==> config.mk <==
export PLATFORM = sky130hd
export DESIGN_NAME = byte_serializer
export DESIGN_NICKNAME = d
export VERILOG_FILES = /design/src/rtl/byte_serializer.sv
export SDC_FILE = /design/constraint.sdc
export NUM_CORES = 1
export LEC_CHECK = 0
export ABC_AREA = 1
export CAP_MARGIN = 20
export CORE_ASPECT_RATIO = 0.5
export CORE_UTILIZATION = 46
export DETAILED_ROUTE_END_ITERATION = 6
export PLACE_DENSITY = 0.68
export SLEW_MARGIN = 15
export SYNTH_ARGS = -nofsm -noshare
export SYNTH_HDL_FRONTEND = slang
export SYNTH_SLANG_ARGS = --single-unit
==> constraint.sdc <==
create_clock -name clk -period 2.75 [get_ports clk]
set_input_delay 0.4125 -clock clk [delete_from_list [all_inputs] [get_ports clk]]
set_output_delay 0.4125 -clock clk [all_outputs]
set_load 0.01 [all_outputs]
==> src/rtl/byte_serializer.sv <==
// byte_serializer: FIFO-buffered parallel-to-serial converter paced by a bit-enable strobe
module byte_serializer #(
  parameter int WIDTH = 8,
  parameter int DEPTH = 4,
  parameter bit MSB_FIRST = 1'b1
) (
  input  logic                   clk,
  input  logic                   rst,
  input  logic                   in_valid,
  input  logic [WIDTH-1:0]       in_word,
  output logic                   in_ready,
  input  logic                   bit_en,
  output logic                   data,
  output logic                   data_valid,
  output logic [$clog2(DEPTH):0] level
);
  localparam int AW = $clog2(DEPTH);
  localparam int CW = $clog2(WIDTH);
  localparam logic [AW:0] FULL = (AW+1)'(DEPTH);
  typedef enum logic {IDLE, SHIFT} state_t;
  state_t state, state_n;
  logic [WIDTH-1:0] mem [DEPTH];
  logic [AW-1:0] wptr, rptr;
  logic [WIDTH-1:0] sh, sh_n;
  logic [CW-1:0] bitcnt, bitcnt_n;
  logic push, pop, empty;
  assign empty = level == '0;
  assign in_ready = rst && (level < FULL);
  assign push = in_valid && in_ready;
  assign data_valid = state == SHIFT;
  assign data = data_valid && (MSB_FIRST ? sh[WIDTH-1] : sh[0]);
  always_comb begin
    state_n = state;
    sh_n = sh;
    bitcnt_n = bitcnt;
    pop = 1'b0;
    if (state == IDLE) pop = !empty;
    else if (bit_en) begin
      if (bitcnt != '0) begin
        sh_n = MSB_FIRST ? sh << 1 : sh >> 1;
        bitcnt_n = bitcnt - 1'b1;
      end else begin
        pop = !empty;
        state_n = IDLE;
      end
    end
    if (pop) begin
      state_n = SHIFT;
      sh_n = mem[rptr];
      bitcnt_n = CW'(WIDTH-1);
    end
  end
  always_ff @(posedge clk or negedge rst)
    if (!rst) begin
      state <= IDLE;
      sh <= '0;
      bitcnt <= '0;
      wptr <= '0;
      rptr <= '0;
      level <= '0;
    end else begin
      state <= state_n;
      sh <= sh_n;
      bitcnt <= bitcnt_n;
      wptr <= wptr + AW'(push);
      rptr <= rptr + AW'(pop);
      level <= level + (AW+1)'(push) - (AW+1)'(pop);
    end
  always_ff @(posedge clk)
    if (push) mem[wptr] <= in_word;
endmodule

# Word-level counts from Yosys, hierarchy flattened
# Memory sizes are Yosys's and may differ from the RTL's.
# Index checks and enable logic that the tools add are counted.
[classes] n_addsub=5 n_lt_le_gt_ge=1 mux=17 n_reduce_logical=10
[ops] op="8-bit 2-to-1 mux" n=4
[ops] op="3-bit 2-to-1 mux" n=4
[ops] op="1-bit 2-to-1 mux" n=9
[ops] op="2-bit nonzero test" n=3
[ops] op="2-bit by 1-bit adder with 2-bit output" n=2
[ops] op="3-bit by 1-bit adder with 3-bit output" n=1
[ops] op="1-bit logical AND" n=3
[ops] op="3-bit zero test" n=1
[ops] op="3-bit less-than comparator (second input constant)" n=1
[ops] op="3-bit AND reduction" n=1
[ops] op="3-bit nonzero test" n=1
[ops] op="3-bit by 1-bit subtractor with 3-bit output" n=1
[ops] op="3-bit by 1-bit subtractor with 3-bit output (second input constant)" n=1
[ops] op="1-bit zero test" n=1
[word_totals] memories=1 elab_cells=40 register_bits=19 mem_bits_rw=32 output_inout_bits=6
[memory_table] memory="mem" depth=4 word_bits=8 rd=1 rd_ports_with_merged_regs=0 write_ports=1 line_no="22" text="logic [WIDTH-1:0] mem [DEPTH];"

# Logic depth before layout (Yosys ltp)
# Gate-level depths: netlist of the first run.
[depth] ltp_word=7 mapped_depth=12 ltp_nobuf=12

# Least setup slack after synthesis of the first run
# No wires, ideal clock.
[synth_path] path_type="reg2reg" start="reg bitcnt[0]" end="reg level[2]" t_required_ns=2.621 setup_ns=0.129 path_slack_ns=0.582 stages_incl_launch_ff=13 synth_period_minus_slack_ns=2.168 t_arrival_ns=2.039 cell_sequence="dfrtp_1 > inv_1 > ha_1 > nand2_2 > nand2_2 > nand2_2 > nor2_8 > ha_1 > inv_1 > ha_1 > fa_1 > xnor2_1 > xor2_1"
[synth_via] elab_chain_cells=5
[synth_rtl] item="start: declaration" line_no="25" text="logic [CW-1:0] bitcnt, bitcnt_n;"
[synth_rtl] item="start signal: assignment" line_no="64" text="bitcnt <= bitcnt_n;"
[synth_rtl] item="3-bit nonzero test" line_no="39" text="if (bitcnt != '0) begin"
[synth_rtl] item="1-bit 2-to-1 mux" line_no="39"
[synth_rtl] item="1-bit 2-to-1 mux" line_no="38" text="else if (bit_en) begin"
[synth_rtl] item="1-bit 2-to-1 mux" line_no="37" text="if (state == IDLE) pop = !empty;"
[synth_rtl] item="3-bit by 1-bit subtractor with 3-bit output" line_no="67" text="level <= level + (AW+1)'(push) - (AW+1)'(pop);"
[synth_rtl] item="end signal: assignment" line_no="67"
[synth_rtl] item="end: declaration" line_no="15" text="output logic [$clog2(DEPTH):0] level"
# Every way passes these cells.
# A chain may end at the register's enable or synchronous reset.

# Final worst setup path of the first run
# Same ends and word-level chain as after synthesis.

==> results of run 1 <==
[cell type report]
cell class                      count  share of cell area (%)
Clock inverter                      3                    1.75
Sequential cell                    51                    54.3
Timing Repair Buffer               23                    8.13
Clock buffer                        5                    2.60
Tap cell                           66                    3.12
Inverter                           20                    3.02
Multi-Input combinational cell    138                    27.1
[synth_stat cells]
master / count
nor2_1: 9
nand2_4: 3
inv_2: 4
buf_2: 2
a21oi_1: 7
nand3_1: 21
o21ai_1: 3
ha_1: 6
xnor2_1: 2
xor2_1: 3
nand2_2: 4
inv_1: 15
clkinv_4: 1
dfrtp_1: 19
nor2_8: 1
nand2_1: 73
nand3_4: 1
edfxtp_1: 32
fa_1: 1
nor3_1: 4
buf_6: 3
[flip-flops by register name (all words and copies together) (netlist names)]
register	cells
data_valid	1
sh	8
mem	32
rptr	2
bitcnt	3
level	3
wptr	2
[per-stage QoR]
stage | hold slack [ns] | area (um2) | worst slack, ns | power [mW] | cells
4_1_cts | 0.463 | 2650 | 0.302 | 2.40 | 306
2_1_floorplan | 0.117 | 2280 | 0.582 | 1.66 | 214
5_1_grt | 0.498 | 2650 | 0.156 | 2.57 | 306
6_report | 0.458 | 2650 | 0.313 | 2.39 | 306
3_3_place_gp | 0.466 | 2530 | 0.294 | 1.85 | 298
3_5_place_dp | 0.466 | 2530 | 0.209 | 1.88 | 298
[per-layer routing]
layer	wire [um]	GRT usage, %
met5	0	0
met4	36	6.04
met3	220	4.97
met2	1800	30.1
met1	1930	24.0
[cells by family after synthesis]
logic type / after synthesis / synth area share [%]
and+or+nand+nor: 116 / 23.2
DFF: 51 / 63.0
AOI/OAI and AO/OA: 10 / 2.20
adders and majority gates: 7 / 4.17
xor gates and xnor gates: 5 / 1.92
buffers and inverters: 25 / 5.44
[power breakdown]
group,internal [mW],total (mW),switching [mW]
combinational,0.299,0.738,0.439
clock,0.274,0.531,0.257
sequential,0.971,1.12,0.150
total,1.54,2.39,0.846
[worst max path at each step]
stage / end / cells past startpoint / startpoint
after global routing: level[2]$_DFF_PN0_ / 12 / bitcnt[0]$_DFFE_PN0P_
after global placement: level[2]$_DFF_PN0_ / 10 / rst
after CTS: level[2]$_DFF_PN0_ / 12 / bitcnt[0]$_DFFE_PN0P_
after detailed placement: level[2]$_DFF_PN0_ / 10 / rst
final: level[2]$_DFF_PN0_ / 12 / bitcnt[0]$_DFFE_PN0P_
after floorplan: level[2]$_DFF_PN0_ / 12 / bitcnt[0]$_DFFE_PN0P_
==> results.ini, run 1 <==
[final_layout]
final_core_utilization_pct=57.9
regArea_um2=1440
layout-drive-gt1-share_pct=11.7
multi_input_area_um2=718
area_growth_pct=16.2
final_cell_mix=nand2_1, edfxtp_1, nand3_1
final_nets=258
fillers=391
antennaDiodeCount=0
final_common_cell=nand2_1

[power_and_ir_drop]
power_density_nw_per_um2=903
p_leak_nw=1.15
peakVddDrop_mv=0.448

[grt]
grt_max_degree=20
grt_pass1_vias=1529
groute.usage.overall_pct=18.4
grt_pass1_wl_um=7110
grt_overflow_total=0
grt_antenna_before_repair=0

[yosys]
synth_seq_cells=51
synth_nets=233
ys.warnings.count=0
synth.area.top_cells=edfxtp_1, dfrtp_1, nand2_1, nand3_1, ha_1
syn_avg_cell_area_um2=10.6
synth_top_area_share_pct=42.2
synthCells=214
netlist_area_um2=2280
synth_top_area_cell=edfxtp_1
yosysUniqueCellTypes=21
yosysSeqAreaShare_pct=63.0

[sta]
slew_viol_final=0
clock_skew_ns=0.00519
worst_slew_pin_slew_ns=0.563
min_period_over_period_pct=88.6
rsz0062_at_grt=no
period_needed_ns=2.44
setup_viol=0
max_freq_mhz=410
finalHoldViolCount=0
setup_tns_ns=0
relSlewSlack_pct=62.4

[drt]
routedWlPerCell_um=13.0
drt_iter0_markers=51
totalWireLength_um=3980
ant_nets=0
drt_pass1_iterations=4
drc_errors=0
vias=1517
vias_per_cell=4.96

[critical_path]
r2r-start=bitcnt[0]$_DFFE_PN0P_
cp_max_fo=11
cpPeakStageDelay_ns=0.37
reg2reg_depth=12
critPathKind=flip-flop to flip-flop
crit_buf_inv=2
critPathCaptureType=flip-flop
regToRegEndpoint=level[2]$_DFF_PN0_
crit_chain=inv_1 > ha_1 > nand2_2 > nand2_2 > nand2_2 > nor2_8 > ha_1 > inv_1 > ha_1 > fa_1 > xnor2_1 > xor2_1
r2r_slack_ns=0.31
critPathLaunchType=flip-flop
required_ns=2.98
cp_data_arrival_time_ns=2.67
path_delay_family=adder cells
crit_path_top_delay_cell=dfrtp_1

[floorplan]
ioPinCount=18
die_x_um=102
core_area_um2=4570
die_area_um2=5260
die_h_um=51.8
start_util_pct=49.8
std_cell_rows=17

[cts]
cts_num_sinks=51
htreeDepth=2
cts_tree=done
cts-root-buf=clkbuf_8
cts_setup_buffers=0
cts-resized-gates=0
holdBufCountCts=0
worst_skew_pair.late_latency_ns=0.30
clk_pin_slew_ns=0.10
numCtsBuffers=5
cts.path.max_buffers=2

[run_status]
status=completed

[placed_design]
io_buffers=17
globalplace.congestion=0.729
hpwl_um=2640

[flow_run]
cap_violations=0

[hold_path]
holdCritPathClass=primary input to asynchronous set/reset pin

(Power assumes the default switching activity.)
==> inputs of run 2 (changes only) <==
CTS_BUF_LIST = sky130_fd_sc_hd__clkbuf_8   (was unset)
HOLD_SLACK_MARGIN = 0.08   (was unset)
clock period = 2.9 ns   (was 2.75 ns; I/O delays follow)
==> run 2 against run 1 <==
  * Clock power shrank 20%
  * Routed wire length decreased by 2.9%
  * Core utilization fell by 0.68 points
  * Clock skew increased by 0.0038 ns
  * Worst hold slack better by 0.028 ns
  * Register-to-register slack better by 0.15 ns
  * Final area decreased by 1.2%
  * Power is 8.7% lower
  * Maximum frequency grew 0.17%
  * Global-route usage shrank 1.1 points
  * First-iteration DRC count up 14%
  * Via count shrank 4.5%
  * Largest power group unchanged
  * Highest routed layer unchanged
==> results.ini, run 2 (synthesized netlist as in run 1, its figures left out) <==
[sta]
clock_skew_ns=0.00901  ; +0.00382 ns
finalHoldViolCount=0  ; unchanged
rsz0062_at_grt=no
relSlewSlack_pct=60.2  ; -2.2 points
worst_slew_pin_slew_ns=0.597  ; +0.0332 ns
setup_tns_ns=0  ; unchanged
setup_viol=0  ; unchanged
slew_viol_final=0  ; unchanged
period_needed_ns=2.43  ; -0.00412 ns
max_freq_mhz=411  ; +0.17%
min_period_over_period_pct=83.9  ; -4.7 points

[flow_run]
cap_violations=0  ; unchanged

[grt]
grt_max_degree=20  ; unchanged
grt_antenna_before_repair=0  ; unchanged
groute.usage.overall_pct=17.2  ; -1.1 points
grt_pass1_vias=1417  ; -7.3%
grt_pass1_wl_um=6600  ; -7.2%
grt_overflow_total=0  ; unchanged

[critical_path]
r2r_slack_ns=0.47  ; +0.15 ns
regToRegEndpoint=level[2]$_DFF_PN0_
required_ns=3.14  ; +0.16 ns
cp_max_fo=11  ; unchanged
cpPeakStageDelay_ns=0.38  ; about the same
crit_path_top_delay_cell=dfrtp_1
cp_data_arrival_time_ns=2.67  ; about the same
critPathCaptureType=flip-flop
reg2reg_depth=12  ; unchanged
crit_chain=inv_1 > ha_1 > nand2_2 > nand2_2 > nand2_2 > nor2_8 > ha_1 > inv_1 > ha_1 > fa_1 > xnor2_1 > xor2_1
critPathKind=flip-flop to flip-flop
critPathLaunchType=flip-flop
r2r-start=bitcnt[0]$_DFFE_PN0P_

[floorplan]
die_x_um=102  ; unchanged
die_h_um=51.8  ; unchanged
ioPinCount=18  ; unchanged
std_cell_rows=17  ; unchanged
core_area_um2=4570  ; unchanged
die_area_um2=5260  ; unchanged
start_util_pct=49.8  ; unchanged

[final_layout]
fillers=385  ; -1.5%
layout-drive-gt1-share_pct=11.3  ; -0.37 points
final_cell_mix=nand2_1, edfxtp_1, nand3_1
fin_cells=305  ; -0.33%
largest_reg_flops=32  ; unchanged
antennaDiodeCount=0  ; unchanged
final_core_utilization_pct=57.2  ; -0.68 points
design_area_um2=2620  ; -1.2%
regArea_um2=1440  ; unchanged
reg_top3=mem x32, sh x8
multi_input_area_um2=718  ; unchanged
final_nets=257  ; -0.39%
area_growth_pct=14.8
largest_register=mem
final_common_cell=nand2_1

[power_and_ir_drop]
peakVddDrop_mv=0.313  ; -30%
comb_power_share_pct=31.7  ; +0.8 points
seqPwrFrac_pct=48.8  ; +1.9 points
p_switching_uw=803  ; -5.0%
p_leak_nw=1.14  ; -0.93%
internal_power_mw=1.38  ; -11%
p_clk_share_pct=19.5  ; -2.7 points
swShare_pct=36.8  ; +1.4 points
power_density_nw_per_um2=834  ; -7.6%
total_power_mw=2.18  ; -8.7%

[cts]
cts.path.max_buffers=2  ; unchanged
cts-root-buf=clkbuf_8
cts-resized-gates=0  ; unchanged
htreeDepth=2  ; unchanged
numCtsBuffers=5  ; unchanged
worst_skew_pair.late_latency_ns=0.31  ; about the same
clk_pin_slew_ns=0.09  ; about the same
holdBufCountCts=0  ; unchanged
cts_tree=done
cts_num_sinks=51  ; unchanged
cts_setup_buffers=0  ; unchanged

[drt]
ant_nets=0  ; unchanged
drc_errors=0  ; unchanged
totalWireLength_um=3870  ; -2.9%
routedWlPerCell_um=12.7  ; -2.6%
vias_per_cell=4.75  ; -4.2%
vias=1449  ; -4.5%
drt_iter0_markers=58  ; +14%
drt_pass1_iterations=4  ; unchanged

[run_status]
status=completed

[hold_path]
holdCritPathClass=primary input to asynchronous set/reset pin

[placed_design]
hpwl_um=2630  ; -0.29%
post_dp_cell_area_um2=2520  ; -0.30%
globalplace.congestion=0.731  ; +0.27%
io_buffers=17  ; unchanged
dpl.cell_count=297  ; -0.34%

[run 2: worst max path at each step]
stage                                      from                 end  slack (ns)  depth (start not counted)
after CTS                 bitcnt[0]$_DFFE_PN0P_  level[2]$_DFF_PN0_        0.45                         12
after global routing      bitcnt[0]$_DFFE_PN0P_  level[2]$_DFF_PN0_        0.32                         12
final                     bitcnt[0]$_DFFE_PN0P_  level[2]$_DFF_PN0_        0.47                         12
after floorplan           bitcnt[0]$_DFFE_PN0P_  level[2]$_DFF_PN0_        0.73                         12
after detailed placement                 bit_en  level[2]$_DFF_PN0_        0.24                         11
after global placement                   bit_en  level[2]$_DFF_PN0_        0.33                         11
[run 2: power groups by stage]
| stage | registers, mW | clock network, mW | logic, mW |
|---|---|---|---|
| 2_1_floorplan | 1.02 | 0 | 0.555 |
| 3_3_place_gp | 1.07 | 0 | 0.675 |
| 3_5_place_dp | 1.08 | 0 | 0.698 |
| 4_1_cts | 1.07 | 0.427 | 0.700 |
| 5_1_grt | 1.09 | 0.455 | 0.795 |
| 6_report | 1.06 | 0.426 | 0.691 |
[run 2: cell type report]
type,count,area share [%]
clock buffers,5,2.63
clock inverters,3,0.861
inverters,20,3.06
multi-input cells,138,27.5
flip-flops and latches,51,54.9
well taps,66,3.16
repair buffers,22,7.94
[run 2: per-stage QoR]
stage | hold WS [ns] | worst slack, ns
after global placement | 0.465 | 0.327
after detailed placement | 0.466 | 0.243
after CTS | 0.490 | 0.454
after floorplan | 0.139 | 0.732
after global routing | 0.503 | 0.323
final | 0.485 | 0.467
[run 2: per-layer routing]
layer | vias up | track usage [%] | part of all wire, %
met5 | - | 0 | 0
li1 | 744 | - | -
met4 | 0 | 5.80 | 1.1
met1 | 675 | 23.5 | 52
met2 | 24 | 27.1 | 43
met3 | 6 | 4.44 | 3.1
[run 2: critical path: cells and delay by family (launching register included)]
kind / cells / cell delay (ns)
flops: 1 / 0.38
fa+ha+maj: 4 / 1.02
simple gates: 4 / 0.48
buf+inv: 2 / 0.11
xor+xnor: 2 / 0.37
